--- config.mk ---
export PLATFORM = sky130hd
export DESIGN_NAME = cache_line_arbiter
export DESIGN_NICKNAME = d
export VERILOG_FILES = /design/src/rtl/cache_arb_pkg.sv /design/src/rtl/arb_line_buffer.sv /design/src/rtl/cache_line_arbiter.sv
export SDC_FILE = /design/constraint.sdc
export NUM_CORES = 1
export LEC_CHECK = 0
export CORE_AREA = 2 2 390 392
export CTS_CLUSTER_DIAMETER = 60
export DETAILED_ROUTE_END_ITERATION = 8
export DIE_AREA = 0 0 392 394
export PLACE_DENSITY = 0.34
export REMOVE_ABC_BUFFERS = 1
export SYNTH_ARGS = -nofsm -noshare
export SYNTH_HDL_FRONTEND = slang
export SYNTH_HIERARCHICAL = 1
export SYNTH_SLANG_ARGS = --single-unit
--- constraint.sdc ---
create_clock -name clk -period 1.8 [get_ports clk]
set_input_delay 0.36 -clock clk [delete_from_list [all_inputs] [get_ports clk]]
set_output_delay 0.36 -clock clk [all_outputs]
set_load 0.01 [all_outputs]
--- src/rtl/cache_arb_pkg.sv ---
// Shared types and sizes for the cache line arbiter: FSM states, owner
// encoding, line/beat geometry and the line-alignment helper.
package cache_arb_pkg;

  localparam int LINE_W     = 256;
  localparam int BEAT_W     = 64;
  localparam int BEATS      = LINE_W / BEAT_W;
  localparam int BEAT_IDX_W = 2;
  localparam int ADDR_W     = 32;
  localparam int OFFSET_W   = 5;

  typedef enum logic [1:0] {
    IDLE  = 2'd0,
    BURST = 2'd1,
    DONE  = 2'd2
  } arb_state_t;

  typedef enum logic {
    ICACHE = 1'b0,
    DCACHE = 1'b1
  } owner_t;

  // Clear the byte offset within a 32-byte line.
  function automatic logic [ADDR_W-1:0] line_align(input logic [ADDR_W-1:0] addr);
    return {addr[ADDR_W-1:OFFSET_W], {OFFSET_W{1'b0}}};
  endfunction

endpackage

--- src/rtl/arb_line_buffer.sv ---
// One cache line of storage. A full-line load captures a writeback line at
// grant; the beat write port fills the line one memory beat at a time on
// reads; the beat read mux feeds the outgoing write beat.
module arb_line_buffer
  import cache_arb_pkg::*;
(
  input  logic                  clk,
  input  logic                  rst,
  input  logic                  load_en,
  input  logic [LINE_W-1:0]     load_data,
  input  logic                  wr_en,
  input  logic [BEAT_IDX_W-1:0] wr_idx,
  input  logic [BEAT_W-1:0]     wr_data,
  input  logic [BEAT_IDX_W-1:0] rd_idx,
  output logic [BEAT_W-1:0]     rd_data,
  output logic [LINE_W-1:0]     line
);

  logic [LINE_W-1:0] line_q;

  // Line storage: full load takes priority over a beat write.
  always_ff @(posedge clk or negedge rst) begin
    if (!rst) begin
      line_q <= '0;
    end else if (load_en) begin
      line_q <= load_data;
    end else if (wr_en) begin
      line_q[wr_idx*BEAT_W +: BEAT_W] <= wr_data;
    end
  end

  assign rd_data = line_q[rd_idx*BEAT_W +: BEAT_W];
  assign line    = line_q;

endmodule

--- src/rtl/cache_line_arbiter.sv ---
// Arbitrates icache and dcache line requests onto one physical-memory port,
// turning each 256-bit line transfer into a 4-beat 64-bit burst.
//
// Handshake: a cache holds *_pmem_read / d_pmem_write high until it sees a
// one-cycle *_pmem_resp, then drops the request the following cycle. On the
// memory side mem_read/mem_write stay high for the whole burst and each
// mem_resp pulse completes exactly one beat.
module cache_line_arbiter
  import cache_arb_pkg::*;
(
  input  logic              clk,
  input  logic              rst,
  input  logic              i_pmem_read,
  input  logic [ADDR_W-1:0] i_pmem_address,
  output logic [LINE_W-1:0] i_pmem_rdata,
  output logic              i_pmem_resp,
  input  logic              d_pmem_read,
  input  logic              d_pmem_write,
  input  logic [ADDR_W-1:0] d_pmem_address,
  input  logic [LINE_W-1:0] d_pmem_wdata,
  output logic [LINE_W-1:0] d_pmem_rdata,
  output logic              d_pmem_resp,
  output logic              mem_read,
  output logic              mem_write,
  output logic [ADDR_W-1:0] mem_address,
  output logic [BEAT_W-1:0] mem_wdata,
  input  logic [BEAT_W-1:0] mem_rdata,
  input  logic              mem_resp,
  output arb_state_t        dbg_state
);

  arb_state_t            state_q, state_d;
  logic [BEAT_IDX_W-1:0] cnt_q;
  owner_t                owner_q, last_grant_q, grant_owner;
  logic                  write_q;
  logic [ADDR_W-1:0]     addr_q;
  logic                  grant;
  logic                  d_req;
  logic                  last_beat;
  logic                  buf_load;
  logic                  buf_wr;
  logic [BEAT_W-1:0]     buf_beat;
  logic [LINE_W-1:0]     buf_line;

  assign d_req     = d_pmem_read | d_pmem_write;
  assign last_beat = mem_resp && (cnt_q == BEAT_IDX_W'(BEATS - 1));

  // Next state and round-robin arbitration; only IDLE can grant.
  always_comb begin
    state_d     = state_q;
    grant       = 1'b0;
    grant_owner = ICACHE;
    case (state_q)
      IDLE: begin
        if (d_req && (!i_pmem_read || last_grant_q == ICACHE)) begin
          grant       = 1'b1;
          grant_owner = DCACHE;
          state_d     = BURST;
        end else if (i_pmem_read) begin
          grant       = 1'b1;
          grant_owner = ICACHE;
          state_d     = BURST;
        end
      end
      BURST:   if (last_beat) state_d = DONE;
      DONE:    state_d = IDLE;
      default: state_d = IDLE;
    endcase
  end

  // State, beat counter and the transaction latched at grant.
  always_ff @(posedge clk or negedge rst) begin
    if (!rst) begin
      state_q      <= IDLE;
      cnt_q        <= '0;
      owner_q      <= ICACHE;
      last_grant_q <= ICACHE;
      write_q      <= 1'b0;
      addr_q       <= '0;
    end else begin
      state_q <= state_d;
      if (grant) begin
        owner_q <= grant_owner;
        write_q <= (grant_owner == DCACHE) && d_pmem_write;
        addr_q  <= line_align((grant_owner == DCACHE) ? d_pmem_address : i_pmem_address);
      end
      // Counter wraps back to 0 on the fourth beat, ready for the next burst.
      if (state_q == BURST && mem_resp) cnt_q <= cnt_q + BEAT_IDX_W'(1);
      if (state_q == BURST && last_beat) last_grant_q <= owner_q;
    end
  end

  assign buf_load = grant && (grant_owner == DCACHE) && d_pmem_write;
  assign buf_wr   = (state_q == BURST) && mem_resp && !write_q;

  arb_line_buffer u_line_buffer (
    .clk       (clk),
    .rst       (rst),
    .load_en   (buf_load),
    .load_data (d_pmem_wdata),
    .wr_en     (buf_wr),
    .wr_idx    (cnt_q),
    .wr_data   (mem_rdata),
    .rd_idx    (cnt_q),
    .rd_data   (buf_beat),
    .line      (buf_line)
  );

  // Memory strobes during BURST, completion pulse to the owner in DONE.
  always_comb begin
    mem_read    = (state_q == BURST) && !write_q;
    mem_write   = (state_q == BURST) && write_q;
    mem_address = (state_q == BURST) ? addr_q : '0;
    i_pmem_resp = (state_q == DONE) && (owner_q == ICACHE);
    d_pmem_resp = (state_q == DONE) && (owner_q == DCACHE);
  end

  assign mem_wdata    = buf_beat;
  assign i_pmem_rdata = buf_line;
  assign d_pmem_rdata = buf_line;
  assign dbg_state    = state_q;

endmodule

==> results.py, run 1 <==
metrics = {
    "power": {
        "leakagePower_nw": 20.8,
        "total_power_mw": 69.5,
        "power_density_mw_per_mm2": 1970,
        "ir_worst_vdd_uv": 745,
    },
    "synthesis": {
        "synth_xor_area_share_pct": 0.0529,
        "ys_types": 36,
        "async_flop_share_pct": 100,
        "synth_top_family_by_area": "compound AO/OA/AOI/OAI gates",
        "ys_top_cells_by_count": "290 x dfrtp_1, 261 x buf_4, 257 x a21o_1, 256 x a22o_1, 69 x clkbuf_1",
        "synthTopCellsByArea": "dfrtp_1 44%, a22o_1 14%, buf_4 12%",
        "synth-warning-count": 6,
        "synth-adder-area-share_pct": 0.454,
        "seq_area_frac_synth_pct": 43.9,
        "synth-main-ff-cell": "dfrtp_1",
        "synth_edf_count": 0,
        "avgSynthCellArea_sq_um": 11.6,
        "yosysMostFrequentCell": "dfrtp_1",
        "synth_top_area_share_pct": 43.9,
        "synth_compound_area_share_pct": 28.3,
        "synth_top_area_cell": "dfrtp_1",
        "syn-cell-area_sq_mm": 0.0165,
        "syn-instance-count": 1423,
        "synthMuxAreaShare_pct": 8.85,
        "synthSimpleGateAreaFrac_pct": 3.33,
        "synth_seq_cells": 290,
    },
    "floorplanning": {
        "dieArea_sq_mm": 0.154,
        "coreArea_sq_mm": 0.151,
        "rows": 143,
        "die-height_um": 394,
        "die_w_um": 392,
        "start_util_pct": 11.0,
        "ios": 1004,
    },
    "critical_path": {
        "reg2regPathDepth": 12,
        "cp.required_ns": 1.44,
        "critical_path.endpoint_type": "output port",
        "crit_fanout": 8,
        "start_kind": "register",
        "worstSetupPathType": "reg2out",
        "crit_arrival_ns": 2.23,
    },
    "route": {
        "drt_pre_antenna_iters": 4,
        "drtIter0Drc": 1025,
        "drc": 0,
        "via_per_inst": 3.85,
        "drt-total-wl_um": 143000,
        "vias": 17900,
        "ant_nets": 0,
        "routedWlPerCell_um": 30.8,
    },
    "finish": {
        "fin_nets": 2970,
        "syn_to_final_growth_pct": 113,
        "drive_gt1_share_pct": 37.3,
        "finalNonFillerCells": 4646,
    },
    "sta": {
        "hold_slack_ns": 0.210,
        "report.final.slew_viol_count": 0,
        "worst_pin_slew_ns": 0.515,
        "fmaxAchievable_mhz": 386,
        "period_needed_ns": 2.59,
        "setup_violations": 357,
        "setup_tns_ns": -169.29,
        "worst_slack_ns": -0.792,
        "period_share_pct": 144,
        "fin_skew_ns": 0.0303,
        "final-hold-violation-count": 0,
        "slew_headroom_pct": 65.6,
        "rsz0062_at_grt": "true",
    },
    "global_routing": {
        "grt_max_degree": 56,
        "grt-ovfl-total": 0,
        "first_global_vias": 19100,
        "grt_pass1_wl_um": 182000,
        "track_usage_pct": 17.3,
        "antenna_found_initial": 34,
    },
    "clock_network": {
        "htree_levels": 2,
        "clock_latency_ns": 0.63,
        "numCtsBuffers": 48,
        "cts_sinks": 290,
        "clk_pin_slew_ns": 0.05,
        "cts_tree": "yes",
        "ctsLongestPathBuffers": 3,
        "cts_root_buffer": "clkbuf_16",
    },
    "place": {
        "hpwl_um": 100000,
        "dp.cells": 4387,
        "pre_cts_slack_ns": -0.574,
        "gp_congestion": 0.844,
        "port_buffers": 988,
    },
    "status": {
        "status": "finished, violations left",
        "violations": "setup timing",
    },
    "hold_path": {
        "hold_path.class": "in2async",
    },
    "job": {
        "cap_violations": 0,
    },
}
[cells by family (layout without fill, tap and decap cells)]
family	Yosys count	after routing
multiplexers	66	66
XOR/XNOR	1	1
adder cells (fa/ha/maj)	6	6
buffers and inverters	377	1562
AND/OR/NAND/NOR	81	81
other	1	9
AO/OA/AOI/OAI	601	601
flip-flops	290	290
[cells in the final DEF, fill, tap and decap left out, drive strengths merged]
master           n
buf            676
clkdlybuf4s50  378
dlymetal6s2s   369
dfrtp          290
a21o           257
a22o           256
clkbuf          81
mux4            64
and2            31
a21oi           31
nand3b          28
a31oi           27
o21ai           27
clkdlybuf4s15   21
clkinv          11
bufinv           8
nand2            7
inv              7
clkinvlp         6
ha               6
nor2             5
conb             5
diode            4
dlygate4sd2      4
nand2b           2
nor3b            2
mux2             2
and2b            1
a211oi           1
and3b            1
a211o            1
or3              1
o2bb2ai          1
xnor2            1
dlygate4sd3      1
nand4bb          1
nor3             1
nor4             1
[path summary, 6_finish.rpt]
kind,slack [ns],end,from
min,0.21,u_line_buffer/line[44],rst
min reg2reg,0.56,addr_q[29],addr_q[29]
max in group asynchronous,0.74,u_line_buffer/line[210],rst
min in group clk,0.34,addr_q[12],i_pmem_address[12]
max,-0.79,mem_wdata[47],cnt_q[0]
max reg2reg,-0.53,u_line_buffer/line[208],dbg_state[0]
[report_power, final]
| part | internal, mW | switching (mW) | total [mW] |
|---|---|---|---|
| Combinational | 25.1 | 22.3 | 47.4 |
| Sequential | 9.61 | 2.51 | 12.1 |
| Clock | 6.14 | 3.81 | 9.95 |
[flip-flops by register name, summed over array words and instances, names as in the netlist]
signal / flops
u_line_buffer/line: 256
addr_q: 27
cnt_q: 2
dbg_state: 2
last_grant_q: 1
owner_q: 1
write_q: 1
[worst max-delay path: stages, from the launching register on]
cell     delay [ns]
dfrtp_4        0.47
buf_12         0.17
buf_12         0.16
mux4_2         0.59
buf_6          0.18
[metrics by stage]
stage | util [%] | area, sq um
2_1_floorplan | - | 14100
3_3_place_gp | 19.6 | 29500
3_5_place_dp | 19.6 | 29500
4_1_cts | 22.3 | 33600
5_1_grt | 23.4 | 35200
6_report | 23.4 | 35200
[routing by layer]
layer  vias up  wire length, um  part of all wire [%]  GRT usage, %
met4        16             3060                   2.1          3.70
met5         -               98                 0.068             0
li1       7452                -                     -             -
met2       798            72900                    51          30.9
met3       157             8180                   5.7          3.44
met1      9446            59000                    41          21.2
[final cells by class]
type	instances	area, sq um
Clock buffer	58	1250
Multi-Input combinational cell	760	7060
Timing Repair Buffer	1472	16600
Tap cell	2030	2540
Fill cell	16100	115000
Antenna cell	4	10.0
Sequential cell	290	7330
Clock inverter	30	424
Inverter	2	15.0
[repair_timing]
| item | 4_1_cts | 5_1_grt |
|---|---|---|
| buffers inserted | 108 | 67 |
| resized for setup | 1087 | 590 |
| cloned | 36 | 21 |
| pin swaps | 48 | 77 |
| endpoints found under the setup margin | 861 | 788 |
| hold endpoints to repair | 154 | 0 |
| hold buffers | 1 | 0 |
Power figures use the tool's default switching activity.
==> run 2, diff against run 1 <==
--- a/config.mk
+++ b/config.mk
@@ -9,7 +9,7 @@
 export CTS_CLUSTER_DIAMETER = 60
 export DETAILED_ROUTE_END_ITERATION = 8
 export DIE_AREA = 0 0 392 394
-export PLACE_DENSITY = 0.34
+export PLACE_DENSITY = 0.38
 export REMOVE_ABC_BUFFERS = 1
 export SYNTH_ARGS = -nofsm -noshare
 export SYNTH_HDL_FRONTEND = slang
==> results.py, run 2 (same netlist as run 1, synthesis figures left out) <==
metrics = {
    "status": {
        "status": "finished, violations left",
        "violations": "setup timing",
    },
    "critical_path": {
        "r2r-end": "u_line_buffer/line[237]",
        "startpoint": "cnt_q[0]",
        "critical_path.endpoint_type": "output port",
        "r2r_start": "dbg_state[0]",
        "cp.required_ns": 1.44,
        "reg2regPathDepth": 14,
        "slowest_stage": "mux4_2",
        "cpPeakStageDelay_ns": 0.62,
        "crit_arrival_ns": 2.28,
        "start_kind": "register",
        "worstSetupPathType": "reg2out",
        "reg2reg_slack_ns": -0.64,
        "endpoint": "mem_wdata[25]",
        "crit_fanout": 5,
        "critical_path.cell_chain": "buf_12 -> buf_16 -> mux4_2 -> buf_6",
    },
    "sta": {
        "rsz0062_at_grt": "true",
        "fmaxAchievable_mhz": 378,
        "period_share_pct": 147,
        "worst_slack_ns": -0.844,
        "period_needed_ns": 2.64,
        "hold_slack_ns": 0.215,
        "final-hold-violation-count": 0,
        "report.final.slew_viol_count": 0,
        "fin_skew_ns": 0.0306,
        "setup_violations": 363,
    },
    "clock_network": {
        "numCtsBuffers": 51,
        "clock_latency_ns": 0.62,
        "cts_root_buffer": "clkbuf_16",
        "htree_levels": 2,
        "cts_sinks": 290,
        "cts_tree": "yes",
        "ctsLongestPathBuffers": 3,
        "clk_pin_slew_ns": 0.06,
    },
    "place": {
        "port_buffers": 988,
        "hpwl_um": 109000,
        "pre_cts_slack_ns": -0.585,
        "gp_congestion": 0.858,
    },
    "floorplanning": {
        "start_util_pct": 11.0,
        "coreArea_sq_mm": 0.151,
        "die_w_um": 392,
        "ios": 1004,
        "die-height_um": 394,
        "rows": 143,
        "dieArea_sq_mm": 0.154,
    },
    "route": {
        "drt_pre_antenna_iters": 5,
        "routedWlPerCell_um": 32.8,
        "drtIter0Drc": 1296,
        "drt-total-wl_um": 154000,
        "drc": 0,
        "via_per_inst": 3.84,
        "vias": 18000,
        "ant_nets": 0,
    },
    "hold_path": {
        "hold_path.class": "in2async",
    },
    "global_routing": {
        "grt-ovfl-total": 0,
        "grt_max_degree": 53,
        "first_global_vias": 18000,
        "grt_pass1_wl_um": 180000,
        "track_usage_pct": 17.3,
        "antenna_found_initial": 40,
    },
    "power": {
        "p_int_mw": 42.0,
        "seqPwrFrac_pct": 17.1,
        "switchingPower_mw": 30.0,
        "leakagePower_nw": 21.9,
        "power_density_mw_per_mm2": 2000,
        "swShare_pct": 41.6,
        "clockPowerShare_pct": 14.5,
        "power_frac_comb_pct": 68.4,
        "total_power_mw": 72.0,
        "ir_worst_vdd_uv": 608,
    },
    "finish": {
        "final_core_util_pct": 23.9,
        "largest_register_ffs": 256,
        "nFillCells": 16100,
        "layout_commonest_cell": "dlymetal6s2s_1",
        "fin_nets": 2999,
        "drive_gt1_share_pct": 35.8,
        "syn_to_final_growth_pct": 118,
        "layout_common_cells": "445 x dlymetal6s2s_1, 378 x clkdlybuf4s50_1, 302 x buf_4",
    },
    "job": {
        "cap_violations": 0,
    },
}
==> run 2: cell types whose count changed in the layout (fill, tap and decap cells not counted), moves of 13 or more <==
cell             change
buf_12              +26
buf_2               -70
buf_8               -14
clkbuf_2            +22
buf_16              -13
buf_4               +39
clkdlybuf4s15_2     -16
dlymetal6s2s_1      +76
clkbuf_16           +14
buf_6               -27
==> run 2: worst min path at each step <==
stage | startpoint | to | slack, ns
after floorplan | rst | addr_q[10] | 0.06
after global placement | rst | u_line_buffer/line[2] | 0.26
after detailed placement | rst | u_line_buffer/line[2] | 0.25
after CTS | rst | u_line_buffer/line[140] | 0.16
after global routing | rst | u_line_buffer/line[140] | 0.19
final | rst | u_line_buffer/line[140] | 0.22
==> run 2: layout make-up <==
| cell class | instances | area, sq um | area share, % |
|---|---|---|---|
| inverter | 2 | 15.0 | 0.0416 |
| clock buffer | 59 | 1340 | 3.71 |
| antenna | 6 | 15.0 | 0.0416 |
| clock inverter | 36 | 437 | 1.21 |
| timing repair buffer | 1497 | 17300 | 47.9 |
| tap | 2030 | 2540 | 7.04 |
| multi-input combinational | 761 | 7120 | 19.7 |
| sequential | 290 | 7330 | 20.3 |
==> run 2: through the flow <==
stage          instance area, sq um   TNS, ns  std cells
6_report                      36100   -204.63       4681
5_1_grt                       36000   -232.42       4676
4_1_cts                       33100   -344.36       4573
3_5_place_dp                  29700   -173.36       4395
3_3_place_gp                  29700   -171.39       4395
2_1_floorplan                 14100  -1806.31       1052
==> run 2: metal layers <==
metal  track usage [%]  up-vias  part of all wire [%]
met4              2.76       12                   2.6
met5                 0        -                 0.038
met1              22.9     9379                    41
met3              3.26      164                   6.8
li1                  -     7530                     -
met2              29.5      911                    49
==> run 2: what timing repair did <==
item,CTS,global route
pin swaps,68,195
cloned,17,40
buffers inserted,66,92
endpoints found under the hold margin,157,0
hold buffers,1,0
setup endpoints to repair,857,856
resized for setup,557,702
==> run 2: critical path: cells and delay by family, from the launching register on <==
kind | cells | cell delay, ns
muxes | 1 | 0.62
DFF | 1 | 0.52
buffers and inverters | 3 | 0.50
==> run 2: power groups by stage <==
stage | clock network [mW] | registers, mW | logic, mW
floorplan | 0 | 14.9 | 10.0
global placement | 0 | 12.5 | 43.6
detailed placement | 0 | 12.5 | 43.5
CTS | 10.7 | 12.4 | 47.2
global route | 11.0 | 12.6 | 51.5
finish | 10.5 | 12.3 | 49.2
